[src/rtl/fact_pkg.sv]
// Shared definitions for the factorial accelerator MMIO host: register map,
// register bit positions and the host FSM state encoding.
package fact_pkg;

    localparam logic [1:0] FACT_N    = 2'd0;
    localparam logic [1:0] FACT_CTRL = 2'd1;
    localparam logic [1:0] FACT_STAT = 2'd2;
    localparam logic [1:0] FACT_RES  = 2'd3;

    localparam int CTRL_GO = 0;
    localparam int CTRL_IE = 1;

    localparam int STAT_DONE = 0;
    localparam int STAT_ERR  = 1;
    localparam int STAT_TOUT = 2;
    localparam int STAT_OVR  = 3;

    typedef enum logic [1:0] {
        ST_IDLE    = 2'd0,
        ST_ISSUE   = 2'd1,
        ST_WAIT    = 2'd2,
        ST_CAPTURE = 2'd3
    } fact_state_e;

endpackage

[src/rtl/fact_mmio_host_if.sv]
// CPU data-bus slave signals plus the accelerator n/go/done/err/nf handshake,
// seen from the bus/accelerator side (master) and from the host (slave).
interface fact_mmio_host_if #(
    parameter int WIDTH = 32
);
    logic             we;
    logic [1:0]       addr;
    logic [WIDTH-1:0] wd;
    logic [WIDTH-1:0] rd;
    logic [WIDTH-1:0] fact_n;
    logic             fact_go;
    logic             fact_done;
    logic             fact_err;
    logic [WIDTH-1:0] fact_nf;

    modport master (
        output we, addr, wd, fact_done, fact_err, fact_nf,
        input  rd, fact_n, fact_go
    );

    modport slave (
        input  we, addr, wd, fact_done, fact_err, fact_nf,
        output rd, fact_n, fact_go
    );

endinterface

[src/rtl/fact_mmio_fsm.sv]
// Run sequencer: issues the go pulse, waits for a fresh done/err with a
// bounded timeout, and reports completion as single-cycle set pulses.
module fact_mmio_fsm
    import fact_pkg::*;
#(
    parameter int TIMEOUT = 1024
) (
    input  logic clk,
    input  logic rst,
    input  logic launch,
    input  logic fact_done,
    input  logic fact_err,
    output logic fact_go,
    output logic busy,
    output logic set_done,
    output logic set_err,
    output logic set_tout,
    output logic cap_res
);

    localparam int CW = $clog2(TIMEOUT);
    localparam logic [CW-1:0] CNT_LAST = CW'(TIMEOUT - 1);

    fact_state_e   state_q, state_d;
    logic          armed_q, armed_d;
    logic [CW-1:0] cnt_q, cnt_d;
    logic          go_q, go_d;
    logic          busy_q, busy_d;

    always_comb begin
        state_d  = state_q;
        armed_d  = armed_q;
        cnt_d    = cnt_q;
        set_done = 1'b0;
        set_err  = 1'b0;
        set_tout = 1'b0;
        cap_res  = 1'b0;
        case (state_q)
            ST_IDLE: begin
                if (launch) state_d = ST_ISSUE;
            end
            ST_ISSUE: begin
                armed_d = 1'b0;
                cnt_d   = '0;
                state_d = ST_WAIT;
            end
            ST_WAIT: begin
                // A done/err level only counts after it has been seen low once.
                if (armed_q && fact_err) begin
                    set_err = 1'b1;
                    state_d = ST_CAPTURE;
                end else if (armed_q && fact_done) begin
                    set_done = 1'b1;
                    cap_res  = 1'b1;
                    state_d  = ST_CAPTURE;
                end else if (cnt_q == CNT_LAST) begin
                    set_tout = 1'b1;
                    state_d  = ST_CAPTURE;
                end else begin
                    cnt_d = cnt_q + CW'(1);
                    if (!(fact_done || fact_err)) armed_d = 1'b1;
                end
            end
            ST_CAPTURE: begin
                state_d = ST_IDLE;
            end
            default: begin
                state_d = ST_IDLE;
            end
        endcase
        go_d   = (state_d == ST_ISSUE);
        busy_d = (state_d != ST_IDLE);
    end

    always_ff @(posedge clk) begin
        if (rst) begin
            state_q <= ST_IDLE;
            armed_q <= 1'b0;
            cnt_q   <= '0;
            go_q    <= 1'b0;
            busy_q  <= 1'b0;
        end else begin
            state_q <= state_d;
            armed_q <= armed_d;
            cnt_q   <= cnt_d;
            go_q    <= go_d;
            busy_q  <= busy_d;
        end
    end

    assign fact_go = go_q;
    assign busy    = busy_q;

endmodule

[src/rtl/fact_mmio_host.sv]
// Memory-mapped host for the factorial accelerator: N/CTRL/STATUS/RESULT
// registers, sticky W1C status, interrupt and the run sequencer.
module fact_mmio_host
    import fact_pkg::*;
#(
    parameter int WIDTH   = 32,
    parameter int TIMEOUT = 1024
) (
    input  logic                   clk,
    input  logic                   rst,
    fact_mmio_host_if.slave        bus,
    output logic                   irq,
    output logic                   busy
);

    logic go_wr, launch, stat_wr;
    logic fsm_go, fsm_busy;
    logic set_done, set_err, set_tout, cap_res;

    logic [WIDTH-1:0] n_q, n_d;
    logic [WIDTH-1:0] n_lat_q, n_lat_d;
    logic [WIDTH-1:0] res_q, res_d;
    logic             ie_q, ie_d;
    logic             done_q, done_d;
    logic             err_q, err_d;
    logic             tout_q, tout_d;
    logic             ovr_q, ovr_d;
    logic             irq_q, irq_d;
    logic [WIDTH-1:0] rd_mux;

    assign go_wr   = bus.we && (bus.addr == FACT_CTRL) && bus.wd[CTRL_GO];
    assign launch  = go_wr && !fsm_busy;
    assign stat_wr = bus.we && (bus.addr == FACT_STAT);

    fact_mmio_fsm #(
        .TIMEOUT (TIMEOUT)
    ) u_fsm (
        .clk       (clk),
        .rst       (rst),
        .launch    (launch),
        .fact_done (bus.fact_done),
        .fact_err  (bus.fact_err),
        .fact_go   (fsm_go),
        .busy      (fsm_busy),
        .set_done  (set_done),
        .set_err   (set_err),
        .set_tout  (set_tout),
        .cap_res   (cap_res)
    );

    always_comb begin
        n_d     = n_q;
        n_lat_d = n_lat_q;
        res_d   = res_q;
        ie_d    = ie_q;
        done_d  = done_q;
        err_d   = err_q;
        tout_d  = tout_q;
        ovr_d   = ovr_q;
        if (bus.we && (bus.addr == FACT_N)) n_d = bus.wd;
        if (bus.we && (bus.addr == FACT_CTRL)) ie_d = bus.wd[CTRL_IE];
        if (launch) n_lat_d = n_q;
        if (cap_res) res_d = bus.fact_nf;
        // Clears are applied first so a same-cycle hardware set wins.
        if (stat_wr) begin
            if (bus.wd[STAT_DONE]) done_d = 1'b0;
            if (bus.wd[STAT_ERR])  err_d  = 1'b0;
            if (bus.wd[STAT_TOUT]) tout_d = 1'b0;
            if (bus.wd[STAT_OVR])  ovr_d  = 1'b0;
        end
        if (launch) begin
            done_d = 1'b0;
            err_d  = 1'b0;
            tout_d = 1'b0;
        end
        if (set_done) done_d = 1'b1;
        if (set_err)  err_d  = 1'b1;
        if (set_tout) tout_d = 1'b1;
        if (go_wr && fsm_busy) ovr_d = 1'b1;
        irq_d = ie_q && (done_q || err_q || tout_q);
    end

    always_ff @(posedge clk) begin
        if (rst) begin
            n_q     <= '0;
            n_lat_q <= '0;
            res_q   <= '0;
            ie_q    <= 1'b0;
            done_q  <= 1'b0;
            err_q   <= 1'b0;
            tout_q  <= 1'b0;
            ovr_q   <= 1'b0;
            irq_q   <= 1'b0;
        end else begin
            n_q     <= n_d;
            n_lat_q <= n_lat_d;
            res_q   <= res_d;
            ie_q    <= ie_d;
            done_q  <= done_d;
            err_q   <= err_d;
            tout_q  <= tout_d;
            ovr_q   <= ovr_d;
            irq_q   <= irq_d;
        end
    end

    always_comb begin
        rd_mux = '0;
        case (bus.addr)
            FACT_N: rd_mux = n_q;
            FACT_CTRL: begin
                rd_mux[CTRL_GO] = fsm_busy;
                rd_mux[CTRL_IE] = ie_q;
            end
            FACT_STAT: begin
                rd_mux[STAT_DONE] = done_q;
                rd_mux[STAT_ERR]  = err_q;
                rd_mux[STAT_TOUT] = tout_q;
                rd_mux[STAT_OVR]  = ovr_q;
            end
            default: rd_mux = res_q;
        endcase
    end

    assign bus.rd      = rd_mux;
    assign bus.fact_n  = n_lat_q;
    assign bus.fact_go = fsm_go;
    assign irq         = irq_q;
    assign busy        = fsm_busy;

endmodule

[src/flat_wrapper.sv]
// flat-port wrapper written by rule: the top's interface ports become plain ports
module fact_mmio_host_flat import fact_pkg::*;
#(
    parameter int WIDTH   = 32,
    parameter int TIMEOUT = 1024
)
  (clk, rst, irq, busy, bus_we, bus_addr, bus_wd, bus_fact_done, bus_fact_err, bus_fact_nf, bus_rd, bus_fact_n, bus_fact_go);
  fact_mmio_host_if #(.WIDTH(WIDTH)) bus_i ();
  input  logic clk;
  input  logic rst;
  output logic irq;
  output logic busy;
  input wire logic [$bits(bus_i.we)-1:0] bus_we;
  input wire logic [$bits(bus_i.addr)-1:0] bus_addr;
  input wire logic [$bits(bus_i.wd)-1:0] bus_wd;
  input wire logic [$bits(bus_i.fact_done)-1:0] bus_fact_done;
  input wire logic [$bits(bus_i.fact_err)-1:0] bus_fact_err;
  input wire logic [$bits(bus_i.fact_nf)-1:0] bus_fact_nf;
  output wire logic [$bits(bus_i.rd)-1:0] bus_rd;
  output wire logic [$bits(bus_i.fact_n)-1:0] bus_fact_n;
  output wire logic [$bits(bus_i.fact_go)-1:0] bus_fact_go;
  assign bus_i.we = bus_we;
  assign bus_i.addr = bus_addr;
  assign bus_i.wd = bus_wd;
  assign bus_i.fact_done = bus_fact_done;
  assign bus_i.fact_err = bus_fact_err;
  assign bus_i.fact_nf = bus_fact_nf;
  assign bus_rd = bus_i.rd;
  assign bus_fact_n = bus_i.fact_n;
  assign bus_fact_go = bus_i.fact_go;
  fact_mmio_host #(.WIDTH(WIDTH), .TIMEOUT(TIMEOUT)) u_core (.clk(clk), .rst(rst), .bus(bus_i), .irq(irq), .busy(busy));
endmodule
[config.mk]
export PLATFORM = sky130hd
export DESIGN_NAME = fact_mmio_host_flat
export DESIGN_NICKNAME = d
export VERILOG_FILES = /design/src/rtl/fact_pkg.sv /design/src/rtl/fact_mmio_host_if.sv /design/src/rtl/fact_mmio_fsm.sv /design/src/rtl/fact_mmio_host.sv /design/src/flat_wrapper.sv
export SDC_FILE = /design/constraint.sdc
export NUM_CORES = 1
export LEC_CHECK = 0
export CORE_ASPECT_RATIO = 0.8
export CORE_MARGIN = 3
export CORE_UTILIZATION = 35
export CTS_CLUSTER_DIAMETER = 50
export CTS_CLUSTER_SIZE = 14
export DETAILED_ROUTE_END_ITERATION = 6
export GPL_TIMING_DRIVEN = 0
export PLACE_DENSITY = 0.65
export REMOVE_ABC_BUFFERS = 1
export SYNTH_ARGS = -nofsm -noshare
export SYNTH_HDL_FRONTEND = slang
export SYNTH_SLANG_ARGS = --single-unit
[constraint.sdc]
create_clock -name clk -period 2.7 [get_ports clk]
set_clock_uncertainty 0.15 [all_clocks]
set_input_delay 0.54 -clock clk [delete_from_list [all_inputs] [get_ports clk]]
set_output_delay 0.54 -clock clk [all_outputs]
set_load 0.05 [all_outputs]
==> run metrics, run 1 <==
DRC 0; Vert. Die Dim between 100 and 150 um; overall power roughly 4400 uW; WP depth 3; Total GRT Usage 20.4%; RSZ-0062 raised after global routing no; post-synthesis sequential area ratio between 40 and 50%; crit share post-route between 90 and 100%; DRT Pass-1 Iters 5; DRT iter0 DRCs 295; Initial Utilization approximately 36%; Worst EP arrival slightly below 2 ns; wire length on met1 6690 um; Mapped Cells around 600; hpwl dp 9300 um; PD cells ~640 nW/um^2; EDFF count, synth 0; # IOs 138; Buffers & Inverters on Critical Path 2; Synth Warn # 0; utilization after layout a little over half; Reg2Reg Setup Slack roughly 0.43 ns; final worst path period need roughly 2.7 ns; slack of the critical path 0.0248 ns; global-route wire length before repair approximately 23000 um; Synth area leader dfxtp_1; die area between 10000 and 15000 um^2; fmax 374 MHz; worst path cell trace clkdlybuf4s18_2 -> mux4_2 -> dlygate4sd2_1; Layout Area Growth over Synthesis 46.9%; Avg Inst Size Synth 8.04 um^2; max cap viols 0; hold depth 2; slowest cell delay on critical path 0.58 ns; routed wl met3 approximately 1000 um; top_reg_cell synth dfxtp_1; H-Tree Depth 4; Setup crit end kind primary output; Min Hold Slack between 0.3 and 0.4 ns; # fillers roughly 1200; Rows 37; Pleak 0.00238 uW; routed vias ~4600; CP max FO 10; max-slew violation count 0; most common cell in the synthesized netlist nand2_1; Req. time, crit path 2.01 ns; status finished clean; Post-synth ARST share 0%; n_diodes 0; Post-synth top cells nand2_1 (201), dfxtp_1 (117), a21oi_1 (105); worst slew pin tran 0.818 ns; worst-case vdd ir drop between 0.0003 and 0.0004 V; Worst-Skew Late Latency 0.40 ns; delay-heaviest family, CP buffers and inverters; largest net degree at the start of global routing 68; Final setup viols 0; hold bufs inserted after CTS 0; vias per cell roughly 5.2; fin nets 785; DRT antenna net count 0; Cell variety after synth 46; Placement Setup Slack -1.66 ns; initial antenna violation count 0; Avg WL per Cell 16.7 um; routed wl met2 around 7000 um; Max-slew headroom ~45%; uppermost layer routed met4; R2R cell count 6; Setup CP Type input pin to primary output; Hold WC Path Type flip-flop to flip-flop; Longest Clk Path Bufs 2; Total Routed Length ~15000 um; Final Hold Viols 0; CTS root buf clkbuf_16; layout cells sized above 1 between 10% and 20%; PortBufs between 100 and 150; CTS clk-pin slew, worst paths approximately 0.050 ns; Placed Area between 6000 and 7000 um^2; CP max-delay cell mux4_2; startpoint types input pin; post-route cell area 6900 um^2; vias in the first global route roughly 4500; gr ovfl total 0; Synth area leaders dfxtp_1 (50%), nand2_1 (16%), a21oi_1 (11%); CTS Buf Count 17; Seq cells post-synth ~120; width of the chip 136 um; top cell type's share of synthesized area between 40% and 50%; gpl congestion 0.774; CTS tree built; CTS Sinks approximately 120; core area 13000 um^2; Mapped Area 4700 um^2
-- final cells by class --
class	instances	area [um^2]	share of cell area (%)
clock buffers	26	509	7.38
clock inverters	4	45.0	0.653
multi-input cells	419	2200	31.9
repair buffers	147	1560	22.5
well taps	175	219	3.17
inverters	8	30.0	0.435
flip-flops and latches	117	2340	34.0
-- path summary, 6_finish.rpt --
path                                         startpoint                    end
worst max-delay path                        bus_addr[0]              bus_rd[0]
worst min-delay path              u_core.bus.fact_n[14]  u_core.bus.fact_n[14]
worst max register to register  u_core.u_fsm.state_q[0]       u_core.res_q[16]
worst min register to register    u_core.bus.fact_n[14]  u_core.bus.fact_n[14]
-- tightest hold or removal path: stages (launching register included) --
cell     delay, ns
dfxtp_1       0.30
nand2_1       0.05
a21oi_1       0.05
-- sequential cells by signal, summed over array words and instances, names as in the netlist --
signal,flops
u_core.err_q,1
u_core.res_q,32
u_core.u_fsm.busy,1
u_core.ovr_q,1
u_core.ie_q,1
u_core.done_q,1
u_core.u_fsm.cnt_q,10
u_core.n_q,32
u_core.u_fsm.state_q,2
u_core.bus.fact_n,32
u_core.tout_q,1
u_core.u_fsm.armed_q,1
u_core.irq,1
u_core.u_fsm.fact_go,1
-- timing repair --
action | 4_1_cts | 5_1_grt
endpoints found under the setup margin | 66 | 3
buffers inserted | 5 | 0
cloned | 2 | 0
resized for setup | 98 | 5
pin swaps | 3 | 0
-- through the flow --
step,std cells,setup TNS (ns)
global route,896,0
detailed placement,859,-95.46
floorplan,542,-9.14
finish,896,0
global placement,854,-301.02
CTS,896,0
-- metal layers --
| metal | GRT usage, % | vias up |
|---|---|---|
| met2 | 34.3 | 174 |
| met4 | 6.47 | 0 |
| met1 | 25.8 | 2208 |
| met5 | 0 | - |
| li1 | - | 2253 |
| met3 | 5.35 | 9 |
-- where the power goes --
part | total (uW) | internal, uW | switching (uW)
clock network | 2110 | 1370 | 741
logic | 489 | 207 | 282
registers | 1800 | 1770 | 31.2
-- cell families after synthesis --
logic type      count (synthesis)  synth area share [%]
simple gates                  250                  22.6
flops                         117                  49.9
mux                             6                  1.86
buf+inv                        50                  4.21
fa+ha+maj                       4                  1.07
compound gates                157                  20.4
-- cell usage in the layout (no fill, tap or decap), types with 2 or more instances in the layout --
cell type        instances
a21oi_1                105
a22o_1                  30
a31oi_1                  2
and2_4                   2
and3b_1                  2
and4_1                   2
buf_16                   4
buf_4                    6
clkbuf_1                 4
clkbuf_16               17
clkbuf_2                 2
clkbuf_8                 5
clkdlybuf4s15_2         29
clkdlybuf4s50_1        102
clkinv_2                 3
dfxtp_1                117
dlygate4sd2_1            2
ha_1                     4
inv_1                    8
mux2_2                   2
mux2i_1                  2
mux4_2                   2
nand2_1                200
nand3_1                 10
nand4_2                  2
nor2_1                  11
nor2_4                   2
nor3_1                   2
o211ai_1                 2
o21ai_0                  4
o31ai_1                  3
or3_1                    2
or4_1                    4
No activity file was read; power rests on OpenSTA's default activity.
==> run 2, diff against run 1 <==
Settings changed: CORE_ASPECT_RATIO 0.8 to 0.7, GPL_TIMING_DRIVEN 0 to not set.
==> run 2 against run 1 <==
Largest power group unchanged; setup slack better by 0.069 ns; power grew 0.62%; sequential power about the same; count of clock-buffer cells in the layout down 4; die area about the same.
==> run metrics, run 2 (synthesis results as in run 1) <==
commonest non-fill, non-tap cells in the layout nand2_1 (201), dfxtp_1 (117), a21oi_1 (105); DRT iter0 DRCs 316 (+7.1%); hold depth 2 (unchanged); largest net degree at the start of global routing 103 (+51%); CTS root buf clkbuf_16; # fillers 1142 (-3.3%); CTS Sinks 117 (unchanged); WP depth 6 (+3); Pleak 0.00252 uW (+5.7%); most used cell, CP buf_4; startpoint types input pin; vias per cell 5.23 (+0.88%); vias in the first global route 4598 (+1.3%); worst-case vdd ir drop 0.000510 V (+30%); Total GRT Usage 19.6% (-0.81 points); global-route wire length before repair 22900 um (-1.5%); Rows 34 (-8.1%); area occupied by multi-input gates 2160 um^2 (-1.5%); status finished clean; Resized cells post-CTS 0 (-100%); max cap viols 0 (unchanged); DRC 0 (unchanged); worst path cell trace clkdlybuf4s50_1 -> buf_4 -> nor2_2 -> buf_4 -> a22o_1 -> buf_12; final worst path period need 2.61 ns (-0.0692 ns); CTS clk-pin slew, worst paths 0.05 ns (about the same); # IOs 138 (unchanged); DRT antenna net count 0 (unchanged); gpl congestion 0.843 (+9.0%); PortBufs 137 (unchanged); Avg WL per Cell 16.4 um (-1.9%); CTS Buf Count 17 (unchanged); PD cells 619 nW/um^2 (-3.0%); Layout Area Growth over Synthesis 52.4%; CP max-delay cell clkdlybuf4s50_1; Worst EP arrival 1.92 ns (-0.07 ns); crit share post-route 96.5% (-2.6 points); Min Hold Slack 0.287 ns (-0.0174 ns); Vert. Die Dim 103 um (-6.1%); Setup CP Type input pin to primary output; routed vias 4664 (+0.43%); max-slew violation count 0 (unchanged); fmax 384 MHz (+2.7%); commonest non-fill, non-tap cell in the layout nand2_1; R2R cell count 6 (unchanged); hpwl dp 10200 um (+9.8%); Total Routed Length 14600 um (-2.3%); RSZ-0062 raised after global routing no; Longest Clk Path Bufs 2 (unchanged); Worst-Skew Late Latency 0.40 ns (about the same); layout cells sized above 1 12.9% (+0.53 points); die area 14900 um^2 (about the same); DRT Pass-1 Iters 5 (unchanged); fin nets 792 (+0.89%); n_diodes 0 (unchanged); Final setup viols 0 (unchanged); Setup crit end kind primary output; width of the chip 144 um (+6.6%); Register Area 2340 um^2 (unchanged); Reg2Reg Setup Slack 0.44 ns (about the same); Buffers & Inverters on Critical Path 4 (+2); Max-slew headroom 56.0% (+10 points); Final Hold Viols 0 (unchanged); worst slew pin tran 0.650 ns (-0.168 ns); H-Tree Depth 4 (unchanged); number of setup buffers added after CTS 0 (-5); Placement Setup Slack 0.0560 ns (+1.71 ns); Req. time, crit path 2.01 ns (about the same); gr ovfl total 0 (unchanged); slack of the critical path 0.0939 ns (+0.0692 ns); CP max FO 19 (+9); core area 12800 um^2 (-1.9%); CTS tree built; slowest cell delay on critical path 0.44 ns (-0.14 ns); Hold WC Path Type input pin to flip-flop; delay-heaviest family, CP buffers and inverters; Initial Utilization 36.8% (+0.70 points); initial antenna violation count 0 (unchanged); hold bufs inserted after CTS 0 (unchanged)
-- run 2: per-stage QoR --
stage / setup TNS (ns) / total power [uW] / util, % / std cells / instance area, um^2
finish: 0 / 4430 / 56.1 / 892 / 7160
detailed placement: 0 / 2340 / 51.7 / 860 / 6600
floorplan: -9.14 / 2050 / - / 542 / 4530
global route: 0 / 4600 / 56.1 / 892 / 7160
global placement: 0 / 2320 / 51.7 / 860 / 6600
CTS: 0 / 4460 / 56.1 / 892 / 7160
-- run 2: metal layers --
metal | global-route usage (%) | part of all wire (%) | wire length, um | vias to the layer above
met5 | 0 | 0 | 0 | -
met4 | 7.53 | 1.8 | 262 | 0
met3 | 4.82 | 8.2 | 1190 | 21
met2 | 31.6 | 45 | 6540 | 186
met1 | 25.5 | 45 | 6610 | 2196
li1 | - | - | - | 2261
-- run 2: area by class of cell --
class,instances,share of cell area [%]
clock inverters,10,1.49
repair buffers,156,25.9
inverters,8,0.420
flip-flops and latches,117,32.7
clock buffers,22,6.35
well taps,162,2.83
multi-input cells,417,30.2
-- run 2: where the power goes --
| group | leakage (uW) | switching (uW) | internal [uW] |
|---|---|---|---|
| Combinational | 0.00130 | 278 | 223 |
| Sequential | 0.000945 | 35.6 | 1770 |
| Clock | 0.000277 | 752 | 1370 |
| Total | 0.00252 | 1070 | 3360 |
-- run 2: path summary, 6_finish.rpt --
check | from | endpoint
worst max-delay path | bus_addr[0] | bus_rd[2]
worst min-delay path | rst | u_core.u_fsm.state_q[1]
worst max register to register | u_core.u_fsm.state_q[0] | u_core.u_fsm.cnt_q[0]
worst min register to register | u_core.bus.fact_n[24] | u_core.bus.fact_n[24]
==> run 3, diff against run 2 <==
Settings changed: SKIP_CTS_REPAIR_TIMING set to 1.
==> results of run 3 <==
Same layout as run 2: the final DEF is identical, and so are final timing and power.
